--- src/rtl/divisor8x8_if.sv ---
// Request/result bundle for the 8-bit repeated-subtraction divider.
// The requester drives START/A/B; the divider returns quotient, remainder and flags.
interface divisor8x8_if;
    logic       START;
    logic [7:0] A;
    logic [7:0] B;
    logic [7:0] Quociente;
    logic [7:0] Resto;
    logic       DivZero;
    logic       Pronto;

    modport master (
        output START, A, B,
        input  Quociente, Resto, DivZero, Pronto
    );

    modport slave (
        input  START, A, B,
        output Quociente, Resto, DivZero, Pronto
    );
endinterface

--- src/rtl/divisor8x8.sv ---
// Sequential 8-bit unsigned divider: one divisor subtraction per clock.
// A zero divisor saturates the quotient to 0xFF and raises DivZero.
module divisor8x8 (
    input logic         CLOCK,
    input logic         RESET,
    divisor8x8_if.slave bus
);

    typedef enum logic [1:0] {StIdle, StRun, StDone} state_e;

    state_e     state_q;
    logic [7:0] rem_q;
    logic [7:0] quo_q;
    logic [7:0] div_q;
    logic       div_zero_q;
    logic       pronto_q;

    logic [8:0] diff;
    logic       borrow;

    // The borrow out of the 9-bit subtraction doubles as the rem < div comparison.
    assign diff   = {1'b0, rem_q} - {1'b0, div_q};
    assign borrow = diff[8];

    always_ff @(posedge CLOCK) begin
        if (RESET) begin
            state_q    <= StIdle;
            rem_q      <= 8'h00;
            quo_q      <= 8'h00;
            div_q      <= 8'h00;
            div_zero_q <= 1'b0;
            pronto_q   <= 1'b0;
        end else if (bus.START) begin
            rem_q <= bus.A;
            div_q <= bus.B;
            if (bus.B == 8'h00) begin
                quo_q      <= 8'hFF;
                div_zero_q <= 1'b1;
                pronto_q   <= 1'b1;
                state_q    <= StDone;
            end else begin
                quo_q      <= 8'h00;
                div_zero_q <= 1'b0;
                pronto_q   <= 1'b0;
                state_q    <= StRun;
            end
        end else begin
            unique case (state_q)
                StRun: begin
                    if (!borrow) begin
                        rem_q <= diff[7:0];
                        quo_q <= quo_q + 8'd1;
                    end else begin
                        pronto_q <= 1'b1;
                        state_q  <= StDone;
                    end
                end
                StIdle, StDone: begin
                    state_q <= state_q;
                end
                default: begin
                    state_q <= StIdle;
                end
            endcase
        end
    end

    assign bus.Quociente = quo_q;
    assign bus.Resto     = rem_q;
    assign bus.DivZero   = div_zero_q;
    assign bus.Pronto    = pronto_q;

endmodule

--- src/flat_wrapper.sv ---
// flat-port wrapper written by rule: the top's interface ports become plain ports
module divisor8x8_flat 
  (CLOCK, RESET, bus_START, bus_A, bus_B, bus_Quociente, bus_Resto, bus_DivZero, bus_Pronto);
  divisor8x8_if bus_i ();
  input logic CLOCK;
  input logic RESET;
  input wire logic [$bits(bus_i.START)-1:0] bus_START;
  input wire logic [$bits(bus_i.A)-1:0] bus_A;
  input wire logic [$bits(bus_i.B)-1:0] bus_B;
  output wire logic [$bits(bus_i.Quociente)-1:0] bus_Quociente;
  output wire logic [$bits(bus_i.Resto)-1:0] bus_Resto;
  output wire logic [$bits(bus_i.DivZero)-1:0] bus_DivZero;
  output wire logic [$bits(bus_i.Pronto)-1:0] bus_Pronto;
  assign bus_i.START = bus_START;
  assign bus_i.A = bus_A;
  assign bus_i.B = bus_B;
  assign bus_Quociente = bus_i.Quociente;
  assign bus_Resto = bus_i.Resto;
  assign bus_DivZero = bus_i.DivZero;
  assign bus_Pronto = bus_i.Pronto;
  divisor8x8 u_core (.CLOCK(CLOCK), .RESET(RESET), .bus(bus_i));
endmodule
--- config.mk ---
export PLATFORM = sky130hd
export DESIGN_NAME = divisor8x8_flat
export DESIGN_NICKNAME = d
export VERILOG_FILES = /design/src/rtl/divisor8x8_if.sv /design/src/rtl/divisor8x8.sv /design/src/flat_wrapper.sv
export SDC_FILE = /design/constraint.sdc
export NUM_CORES = 1
export LEC_CHECK = 0
export ABC_AREA = 0
export CAP_MARGIN = 20
export CORE_MARGIN = 8
export CORE_UTILIZATION = 50
export CTS_BUF_LIST = sky130_fd_sc_hd__clkbuf_4
export DETAILED_ROUTE_END_ITERATION = 8
export PLACE_DENSITY_LB_ADDON = 0.25
export SYNTH_ARGS = -nofsm -noshare
export SYNTH_HDL_FRONTEND = slang
export SYNTH_SLANG_ARGS = --single-unit
--- constraint.sdc ---
create_clock -name CLOCK -period 5.63 [get_ports CLOCK]
set_clock_uncertainty 0.2 [all_clocks]
set_input_delay 1.126 -clock CLOCK [delete_from_list [all_inputs] [get_ports CLOCK]]
set_output_delay 1.126 -clock CLOCK [all_outputs]
set_load 0.05 [all_outputs]
== Word level (Yosys, flattened, before mapping) ==
Cells that the tools add are included.

* Memory bits (read-only): 0
* Output and inout port bits: 18
* Register bits after elaboration: 28
* Latch bits: 0
* Memories kept: 0
* Logic and storage cells: 36
* Memory bits (writable): 0

* Equal/unequal tests: 5
* Add/sub/neg operators: 2
* Muxes and demuxes: 15
* Shifts and indexed selects: 0
* Div/mod/pow operators: 0
* Magnitude comparators: 0
* $mul: 0
* Bitwise gates (word level): 0
* Reduce and logical (&&, ||, !) cells: 8

{| class="wikitable"
|+ Operators by type and width
! kind !! number
|-
| $mux 8 || 7
|-
| $sub 8x8->9 || 1
|-
| $add 8x1->8 const B || 1
|-
| $logic_not 8->1 || 1
|-
| $mux 2 || 3
|-
| $reduce_and 2->1 || 3
|-
| $mux 1 || 4
|-
| $ne 2x2->1 const B || 2
|-
| $pmux 2 s2 || 1
|-
| $reduce_bool 2->1 || 2
|-
| $ne 3x2->1 const B || 1
|-
| $eq 2x1->1 const B || 1
|-
| $eq 2x2->1 const B || 1
|-
| $logic_not 2->1 || 1
|-
| $reduce_or 2->1 || 1
|}

== Depth between registers and ports, before layout ==
* Word-level depth: 4
* Gate-level depth with buffers: 10
* Mapped depth without buffers: 9

== Worst setup path before layout ==
No wires, ideal clock.

* Path kind: register to register
* From: reg u_core.rem_q[0], in the netlist u_core.bus.Resto[0]
* To: reg u_core.quo_q[6], in the netlist u_core.bus.Quociente[6]
* Path buffers: 1
* Path slack: 2.959 ns
* Data arrival time: 2.340 ns
* Stages on the path, launching flop included: 11
* Setup time: 0.130 ns
* Period minus slack after synthesis: 2.671 ns
* Cells stage by stage: dfxtp_1 -> inv_1 -> ha_1 -> inv_1 -> fa_1 -> a211o_1 -> a221oi_4 -> a21oi_2 -> buf_6 -> a31oi_1 -> o22ai_1

* Longest elaborated chain between the ends: 3

{| class="wikitable"
|+ RTL lines
! element !! line !! text
|-
| from (decl) || divisor8x8.sv:12 || <nowiki>logic [7:0] rem_q;</nowiki>
|-
| from (signal assigned) || divisor8x8.sv:34 || <nowiki>rem_q <= bus.A;</nowiki>
|-
| from (signal assigned) || divisor8x8.sv:51 || <nowiki>rem_q <= diff[7:0];</nowiki>
|-
| $sub 8x8->9 || divisor8x8.sv:22 || <nowiki>assign diff = {1'b0, rem_q} - {1'b0, div_q};</nowiki>
|-
| $ne 2x2->1 (no line) || - ||
|-
| $reduce_and 2->1 (no line) || - ||
|-
| to (signal assigned) || divisor8x8.sv:52 || <nowiki>quo_q <= quo_q + 8'd1;</nowiki>
|-
| to (decl) || divisor8x8.sv:13 || <nowiki>logic [7:0] quo_q;</nowiki>
|}

No other way between the ends.
A chain may end at the register's enable or synchronous reset.

== Worst setup path in the final report ==
* From: in bus_START
* To: reg u_core.quo_q[6], in the netlist u_core.bus.Quociente[6]

* Longest elaborated chain between the ends: 2
* Elaborated cells on any way between the ends: 4
* Classes of those cells: eq/ne: 1; mux: 1; reduce/logical: 2

{| class="wikitable"
|+ RTL lines
! element !! line !! text
|-
| from (decl) || flat_wrapper.sv:7 || <nowiki>input wire logic [$bits(bus_i.START)-1:0] bus_START;</nowiki>
|-
| $ne 2x2->1 (no line) / $reduce_bool 2->1 (equally long branches) || - ||
|-
| $reduce_and 2->1 (no line) || - ||
|}

Several ways; a longest one is shown, not always the timed one.

==> results_dict.tcl <==
set metrics [dict create \
    status "finished clean" \
    die_height_um 72.4 \
    postLayoutCoreUtil_pct 65.5 \
    detail_route.first_pass.iterations 4 \
    multi_input_area_um2 921 \
    worstPathArrival_ns 3.01 \
    ys_ff_latch 28 \
    fin_area_um2 1980 \
    p_leak_nw 0.742 \
    crit_type "in2reg" \
    period_needed_ns 2.99 \
    cap_viol_max_count 0 \
    power_density_nw_per_um2 247 \
    fmax_ghz 0.334 \
    initial_core_util_pct 52.5 \
    postSynthCellCount 183 \
    antenna_found_initial 0 \
    cp_slowest_cell "clkdlybuf4s50_1" \
    dp_hpwl_um 3090 \
    clkTransAtPathRegs_ns 0.14 \
    worst_hold_path_type "reg2reg" \
    async_flop_share_pct 0 \
    rsz0062_at_grt "false" \
    whs_ns 0.278 \
    synth_flop_cell "dfxtp_1" \
    synth_top_family_by_area "compound AO/OA/AOI/OAI gates" \
    dp.cells 255 \
    yosysTopAreaCellShare_pct 35.3 \
    cts_htree_levels 1 \
    ant_nets 0 \
    num_vias 1475 \
    cts-buffers-inserted 3 \
    drv_slew 0 \
    regArea_um2 561 \
    cts_tree "built" \
    muxShareOfSynthArea_pct 5.67 \
    period_share_pct 53.1 \
    drc 0 \
    synthAdderAreaFrac_pct 8.35 \
    synth_simple_gate_area_share_pct 16.9 \
    cts.sinks 28 \
    critPathMaxStageDelay_ns 0.46 \
    fillerInstances 266 \
    crit_required_ns 5.65 \
    peakVddDrop_mv 0.121 \
    syn2layout_area_growth_pct 24.8 \
    syn-num-nets 212 \
    placed_area_um2 1960 \
    core-area_um2 3030 \
    hold_viol_final 0 \
    wirelength_um 4000 \
    syn_avg_cell_area_um2 8.68 \
    via_per_inst 5.69 \
    slew-limit-headroom_pct 49.0 \
    drive_gt1_share_pct 4.65 \
    gp_congestion 0.882 \
    cp-start-kind "primary input" \
    io_buffers 36 \
    holdBufCountCts 0 \
    pin_count 37 \
    grt_pass1_wl_um 6720 \
    ys_types 44 \
    path_cells "clkdlybuf4s50_1 -> buf_4 -> inv_2 -> a21oi_1 -> or2_1 -> a2bb2oi_1 -> o22ai_1" \
    synth_area_leader_cell "dfxtp_1" \
    die_x_um 72.4 \
    critPathMaxFanout 27 \
    wl_per_cell_um 15.4 \
    synth_compound_area_share_pct 23.7 \
    drt_iter0_markers 122 \
    tightest_slew_ns 0.763 \
    endpoint_kind "flip-flop" \
    synthesis.area_um2 1590 \
    fin_cells 259 \
    synth_edf_count 0 \
    crit_buf_inv 3 \
    clock_latency_ns 0.34 \
    clk_path_buf_depth 2 \
    placementRows 20 \
    dieArea_um2 5240 \
    critical_path.top_delay_family "buffers and inverters" \
    cts_resized 0 \
    finalSetupViolCount 0 \
    synth_area_leaders "dfxtp_1 35%, ha_1 7.1%, mux2i_1 5.7%, a21oi_1 4.7%, nor2_1 4.7%" \
    grt.total_usage_pct 15.6 \
    synth_seq_area_share_pct 35.3 \
    cts_root_buf "clkbuf_4" \
    ys_warn_count 0 \
    n_antenna_cell 0 \
    synth_xor_area_share_pct 3.31 \
    grt_pass1_vias 1491 \
    final_nets 245 \
    grt_overflow_total 0 \
    grt_max_degree 28 \
    setup_tns_ns 0 \
    post_cts_buffers 0 \
]
[layout make-up]
cell class,count,share of cell area [%]
tap,44,2.78
sequential,28,28.3
multi-input combinational,132,46.4
clock inverter,1,0.189
timing repair buffer,37,18.5
clock buffer,3,1.14
inverter,14,2.65
[metal layers]
layer	wire length (um)	up-vias	global-route usage (%)
met1	1660	679	17.7
li1	-	728	-
met4	69	0	5.78
met5	0	-	0
met2	1880	61	26.6
met3	383	7	4.96
[flip-flops by register name (all words and copies together) (netlist names)]
register,flops
u_core.bus.Quociente,8
u_core.state_q,2
u_core.bus.Resto,8
u_core.bus.DivZero,1
u_core.div_q,8
u_core.bus.Pronto,1
[metrics by stage]
stage	worst slack (ns)	power (mW)
6_report	2.64	0.489
5_1_grt	2.50	0.518
4_1_cts	2.64	0.491
3_5_place_dp	2.29	0.407
3_3_place_gp	2.36	0.402
2_1_floorplan	2.96	0.356
[synthesized netlist by cell type (2+ instances only)]
cell and instances:
nand4_1 3, a21oi_1 15, a31oi_1 4, a311oi_1 2, inv_1 13, a2bb2oi_1 2, nand3_1 3, ha_1 9
nand2b_1 2, a2111oi_0 3, buf_2 2, o21a_1 2, nor2b_1 3, nand2_1 15, o22ai_1 7, or2_1 2
nor4_1 4, clkbuf_1 5, a211oi_1 3, xnor2_1 2, nor2_1 20, mux2i_1 9, xor2_1 4, o221ai_1 2
dfxtp_1 28
[worst min-delay path, delay by kind of cell (launching register included)]
kind,cells,cell delay [ns]
AOI/OAI and AO/OA,1,0.06
DFF,1,0.34
buffers and inverters,1,0.05
[path summary, 6_finish.rpt]
kind,from,endpoint,slack [ns],depth (start not counted)
worst min register to register,u_core.bus.Pronto$_SDFFE_PP0P_,u_core.bus.Pronto$_SDFFE_PP0P_,0.28,2
worst max register to register,u_core.bus.Resto[0]$_SDFFE_PP0P_,u_core.bus.Resto[6]$_SDFFE_PP0P_,2.81,9
worst max-delay path,bus_START,u_core.bus.Quociente[6]$_SDFFE_PP0P_,2.64,7
worst min-delay path,u_core.bus.Pronto$_SDFFE_PP0P_,u_core.bus.Pronto$_SDFFE_PP0P_,0.28,2
[cells in the final DEF, fill, tap and decap left out, types with 2 or more instances in the layout]
| master | Yosys | final |
|---|---|---|
| xnor2_1 | 2 | 2 |
| inv_1 | 13 | 13 |
| nor2_1 | 20 | 20 |
| o221ai_1 | 2 | 2 |
| ha_1 | 9 | 9 |
| a31oi_1 | 4 | 4 |
| nand2_1 | 15 | 15 |
| nand4_1 | 3 | 3 |
| o21a_1 | 2 | 2 |
| nand2b_1 | 2 | 2 |
| nand3_1 | 3 | 3 |
| a2111oi_0 | 3 | 3 |
| xor2_1 | 4 | 4 |
| a2bb2oi_1 | 2 | 2 |
| nor2b_1 | 3 | 3 |
| o22ai_1 | 7 | 7 |
| a211oi_1 | 3 | 3 |
| a21oi_1 | 15 | 15 |
| clkbuf_4 | 0 | 3 |
| nor4_1 | 4 | 4 |
| dfxtp_1 | 28 | 28 |
| or2_1 | 2 | 2 |
| clkdlybuf4s50_1 | 0 | 36 |
| a311oi_1 | 2 | 2 |
| mux2i_1 | 9 | 9 |
[where the power goes]
group          switching, mW  leakage (nW)  internal (mW)
Clock                 0.0602        0.0154         0.0261
Sequential            0.0123         0.232          0.213
Combinational          0.105         0.495         0.0731
Total                  0.178         0.742          0.312
[cells by family (layout without fill, tap and decap cells)]
group / count (synthesis) / in the layout
AO/OA/AOI/OAI: 51 / 51
buffers and inverters: 23 / 55
flip-flops: 28 / 28
XOR/XNOR: 6 / 6
adder cells (fa/ha/maj): 10 / 10
multiplexers: 9 / 9
AND/OR/NAND/NOR: 56 / 56
No activity file was read; power rests on OpenSTA's default activity.
